===== src/rtl/mini_mips_mem_pkg.sv =====
`default_nettype none
// +----------------------------------------------------------------------+
// | mini_mips_mem_pkg: shared state encoding and geometry defaults        |
// | Revision: 1.0                                                         |
// +----------------------------------------------------------------------+
package mini_mips_mem_pkg;

  localparam int c_addr_w = 8;
  localparam int c_data_w = 8;
  localparam int c_depth  = 256;

  typedef enum logic [1:0] {
    CLEAR = 2'd0,
    LOAD  = 2'd1,
    RUN   = 2'd2
  } state_t;

endpackage
`default_nettype wire


===== src/rtl/mini_mips_ram256.sv =====
`default_nettype none
// +----------------------------------------------------------------------+
// | mini_mips_ram256: byte store, one write port, asynchronous read       |
// | Revision: 1.0                                                         |
// +----------------------------------------------------------------------+
module mini_mips_ram256
  import mini_mips_mem_pkg::*;
#(
  parameter int ADDR_W = c_addr_w,
  parameter int DATA_W = c_data_w,
  parameter int DEPTH  = c_depth
) (
  input  logic              clk,
  input  logic              i_we,
  input  logic [ADDR_W-1:0] i_waddr,
  input  logic [DATA_W-1:0] i_wdata,
  input  logic [ADDR_W-1:0] i_raddr,
  output logic [DATA_W-1:0] o_rdata
);

  logic [DATA_W-1:0] r_mem [DEPTH];

  always_ff @(posedge clk) begin
    if (i_we) begin
      r_mem[i_waddr] <= i_wdata;
    end
  end

  assign o_rdata = r_mem[i_raddr];

endmodule
`default_nettype wire


===== src/rtl/mini_mips_mem_responder.sv =====
`default_nettype none
// +----------------------------------------------------------------------+
// | mini_mips_mem_responder: clears memory, accepts a host preload, then  |
// | serves CPU byte reads/writes. Revision: 1.0                           |
// +----------------------------------------------------------------------+
module mini_mips_mem_responder
  import mini_mips_mem_pkg::*;
#(
  parameter int ADDR_W = c_addr_w,
  parameter int DATA_W = c_data_w,
  parameter int DEPTH  = c_depth
) (
  input  logic              clk,
  input  logic              reset,
  input  logic [ADDR_W-1:0] adr,
  input  logic              memwrite,
  input  logic [DATA_W-1:0] writedata,
  output logic [DATA_W-1:0] memdata,
  input  logic              ld_valid,
  output logic              ld_ready,
  input  logic [ADDR_W-1:0] ld_addr,
  input  logic [DATA_W-1:0] ld_data,
  input  logic              ld_last,
  output logic              cpu_hold,
  output logic [15:0]       wr_count
);

  state_t            r_state;
  logic [ADDR_W-1:0] r_clr_ptr;

  logic              w_we;
  logic [ADDR_W-1:0] w_waddr;
  logic [DATA_W-1:0] w_wdata;
  logic [DATA_W-1:0] w_rdata;

  // Single write port: the owner of the port follows the phase.
  always_comb begin
    w_we    = 1'b0;
    w_waddr = r_clr_ptr;
    w_wdata = '0;
    case (r_state)
      CLEAR: w_we = 1'b1;
      LOAD: begin
        w_we    = ld_valid & ld_ready;
        w_waddr = ld_addr;
        w_wdata = ld_data;
      end
      RUN: begin
        w_we    = memwrite;
        w_waddr = adr;
        w_wdata = writedata;
      end
      default: w_we = 1'b0;
    endcase
  end

  mini_mips_ram256 #(
    .ADDR_W (ADDR_W),
    .DATA_W (DATA_W),
    .DEPTH  (DEPTH)
  ) u_ram (
    .clk     (clk),
    .i_we    (w_we),
    .i_waddr (w_waddr),
    .i_wdata (w_wdata),
    .i_raddr (adr),
    .o_rdata (w_rdata)
  );

  always_ff @(posedge clk) begin
    if (!reset) begin
      r_state   <= CLEAR;
      r_clr_ptr <= '0;
      memdata   <= '0;
      wr_count  <= '0;
      ld_ready  <= 1'b0;
      cpu_hold  <= 1'b1;
    end else begin
      case (r_state)
        CLEAR: begin
          r_clr_ptr <= r_clr_ptr + ADDR_W'(1);
          if (r_clr_ptr == ADDR_W'(DEPTH - 1)) begin
            r_state  <= LOAD;
            ld_ready <= 1'b1;
          end
        end
        LOAD: begin
          if (ld_valid && ld_ready && ld_last) begin
            r_state  <= RUN;
            ld_ready <= 1'b0;
            cpu_hold <= 1'b0;
          end
        end
        RUN: begin
          // Write-first: a store returns the byte being written.
          memdata <= memwrite ? writedata : w_rdata;
          if (memwrite && (wr_count != 16'hFFFF)) begin
            wr_count <= wr_count + 16'd1;
          end
        end
        default: begin
          r_state   <= CLEAR;
          r_clr_ptr <= '0;
          ld_ready  <= 1'b0;
          cpu_hold  <= 1'b1;
        end
      endcase
    end
  end

endmodule
`default_nettype wire


===== config.mk =====
export PLATFORM = sky130hd
export DESIGN_NAME = mini_mips_mem_responder
export DESIGN_NICKNAME = d
export VERILOG_FILES = /design/src/rtl/mini_mips_mem_pkg.sv /design/src/rtl/mini_mips_ram256.sv /design/src/rtl/mini_mips_mem_responder.sv
export SDC_FILE = /design/constraint.sdc
export NUM_CORES = 2
export LEC_CHECK = 0
export CAP_MARGIN = 20
export CORE_ASPECT_RATIO = 1.25
export CORE_MARGIN = 5
export CORE_UTILIZATION = 30
export CTS_CLUSTER_DIAMETER = 200
export DETAILED_ROUTE_END_ITERATION = 8
export PLACE_DENSITY_LB_ADDON = 0.05
export SYNTH_ARGS = -nofsm -noshare
export SYNTH_HDL_FRONTEND = slang
export SYNTH_SLANG_ARGS = --single-unit

===== constraint.sdc =====
create_clock -name clk -period 16.85 [get_ports clk]
set_input_delay 2.5275 -clock clk [delete_from_list [all_inputs] [get_ports clk]]
set_output_delay 2.5275 -clock clk [all_outputs]
set_load 0.02 [all_outputs]

==> out/metrics.cfg <==
[synth]
yosysWarnings = 0
async_reset_ff_share_pct = 0
netlist_instances = 4058
syn_area_um2 = 82210
synth_most_common_cell = edfxtp_1
synth_ff_type = edfxtp_1
synth_commonest_cells = 2048 x edfxtp_1, 394 x mux4_2, 328 x nor2_1
yosysSeqAreaShare_pct = 75.66
synth_top_area_share_pct = 74.81
synthDistinctLibCells = 70
avgSynthCellArea_um2 = 20.26
synth_fp_nets = 4102
ys_seq_elements = 2083
synth_edf_count = 2048
yosys-top-cells-area = edfxtp_1 75%, mux4_2 11%, mux2i_1 2.4%, mux4_1 1.6%, nor2_1 1.5%
yosysTopAreaCell = edfxtp_1

[power_and_ir_drop]
pwr-share-clk_pct = 43.7
power_leakage_uw = 0.02496
power_switching_uw = 2315
sw_frac_of_total_pct = 21.84
seq_power_share_pct = 52.9
powerDensity_nw_per_um2 = 113.3
p_comb_share_pct = 3.4
vdd_drop_max_mv = 0.07937
p_int_uw = 8284

[timing]
hold_viol_final = 0
rsz0062_at_grt = false
drv_slew = 108
fin_ws_ns = 10.11
fin_crit_sh_pct = 39.97
tightest_slew_ns = 1.636
fmax_mhz = 148.5
period_needed_ns = 6.735
slew_headroom_pct = -9.055
fin_skew_ns = 0.04648
fin_tns_setup_ns = 0
setup_viol = 0

[drt]
antenna_left = 0
via_per_inst = 5.076
wl_met3_mm = 8.967
wirelength_mm = 271.2
wl_met1_mm = 115.9
wire_per_inst_um = 33.98
drtIter0Drc = 3388
first_pass_iters = 7
wl_met2_mm = 139.8
via_count = 40520
drc = 0
topRoutingLayerUsed = met4

[clock_network]
clock_path_buffers = 4
numCtsBuffers = 227
cts_resized = 0
cts_root_buffer = clkbuf_16
hold_buffers = 0
postCtsSetupRepairBufs = 0
worstSkewPairLatency_ns = 0.87
cts_tree = yes
htreeDepth = 4
clock-sinks = 2083
clk_pin_slew_ns = 0.06

[placed_design]
hpwl_mm = 163.6
gp_congestion = 0.7417
dp_slack_ns = 8.987
portBuffers = 62

[critical_path]
path_class = input pin to register
required_ns = 17.57
path_max_fanout = 39
start_kind = input pin
crit_path_max_incr_delay_ns = 0.95
regToRegStartpoint = r_state[0]
timing.critical_path.mode_cell = buf_4
cp.arrival_ns = 7.45
path_cells = buf_8, buf_4, buf_4, buf_4, mux4_2, a21oi_1, o221ai_1, o32ai_1, o31ai_1
cp_slowest_cell = o32ai_1
timing.critical_path.to_type = register
critPathLaunch = adr[0]

[grt]
overflow = 0
antenna_found_initial = 5
grt_max_degree = 175
grt_pass1_wl_mm = 373.5
globalRouteTotalUtil_pct = 18.72
first_global_vias = 42830

[die]
row_count = 215
core-area_um2 = 273600
start_util_pct = 30.05
dieArea_um2 = 284700
io_pins = 63
die_x_um = 478.2
die_h_um = 595.3

[status]
failed_checks = max-slew violations
status = finished, violations left

[final_layout]
fillers = 25570
nNetsFinal = 4267
drive_gt1_share_pct = 19.34
area_delta_synth_final_pct = 13.78

[hold_path]
hold_class = register to register
min_from = cpu_hold

[run]
max_cap_viol_count = 0

[area by class of cell]
| type | instances | area (um2) | area share [%] |
|---|---|---|---|
| clock inverters | 99 | 621.8 | 0.6648 |
| diodes | 6 | 15.01 | 0.01605 |
| multi-input cells | 1723 | 18560 | 19.84 |
| flip-flops and latches | 2083 | 62200 | 66.50 |
| inverters | 8 | 35.03 | 0.03746 |
| clock buffers | 303 | 5997 | 6.412 |
| well taps | 3580 | 4479 | 4.789 |
| repair buffers | 180 | 1632 | 1.744 |
[sequential cells by signal, summed over array words and instances, names as in the netlist]
register,cells
memdata,8
u_ram.r_mem,2048
r_state,2
wr_count,16
r_clr_ptr,8
cpu_hold,1
[layout by cell type (no fill, tap or decap), types with 23 or more instances in the layout]
cell,count
dfxtp_1,35
nor2_1,323
o21ai_0,38
mux2i_1,199
clkbuf_1,74
a221oi_1,24
a22oi_1,105
mux4_1,51
a21oi_1,83
clkbuf_16,228
buf_4,105
clkinv_1,49
nor2b_1,23
clkdlybuf4s50_1,57
a211oi_1,24
nand3_1,25
edfxtp_1,2048
nand2_1,111
o221ai_1,32
clkinv_2,35
mux4_2,394
[critical path, delay by kind of cell]
| family | cells | cell delay (ns) |
|---|---|---|
| buf+inv | 4 | 2.46 |
| compound gates | 4 | 1.70 |
| mux | 1 | 0.60 |
[per-layer routing]
metal | vias up | global-route usage, %
met2 | 769 | 33.20
met5 | - | 0
li1 | 17180 | -
met4 | 0 | 4.280
met3 | 306 | 2.265
met1 | 22260 | 24.59
[power by group through the flow]
| stage | Combinational, uW | Sequential (uW) | Clock, uW |
|---|---|---|---|
| 2_1_floorplan | 206 | 5720 | 0 |
| 3_3_place_gp | 372 | 5720 | 0 |
| 3_5_place_dp | 373 | 5720 | 0 |
| 4_1_cts | 373 | 5610 | 4780 |
| 5_1_grt | 377 | 5610 | 4990 |
| 6_report | 362 | 5610 | 4630 |
[worst paths after layout]
check | to | slack, ns | depth (start not counted)
setup reg to reg | u_ram.r_mem[208][0] | 11.26 | 6
hold reg to reg | cpu_hold | 0.50 | 2
hold / removal | cpu_hold | 0.50 | 2
setup / recovery | memdata[7] | 10.11 | 9
[cell families after synthesis]
| family | synth area share [%] |
|---|---|
| AOI/OAI and AO/OA | 3.902 |
| xor gates and xnor gates | 0.2557 |
| adders and majority gates | 0.1065 |
| buffers and inverters | 2.093 |
| DFF | 75.66 |
| muxes | 14.90 |
| and+or+nand+nor | 3.082 |
[metrics by stage]
step           instance area (um2)  util, %  hold slack (ns)  cells  total power (uW)
3_3_place_gp                 86780    31.72           0.4696   7563              6092
6_report                     93530    34.19           0.5034   7982             10600
4_1_cts                      93520    34.18           0.5047   7976             10760
3_5_place_dp                 86900    31.76           0.4948   7574              6092
2_1_floorplan                82210        -           0.5199   4058              5924
5_1_grt                      93530    34.19           0.5292   7979             10970
Note: power is estimated with default switching activity, not from simulation.
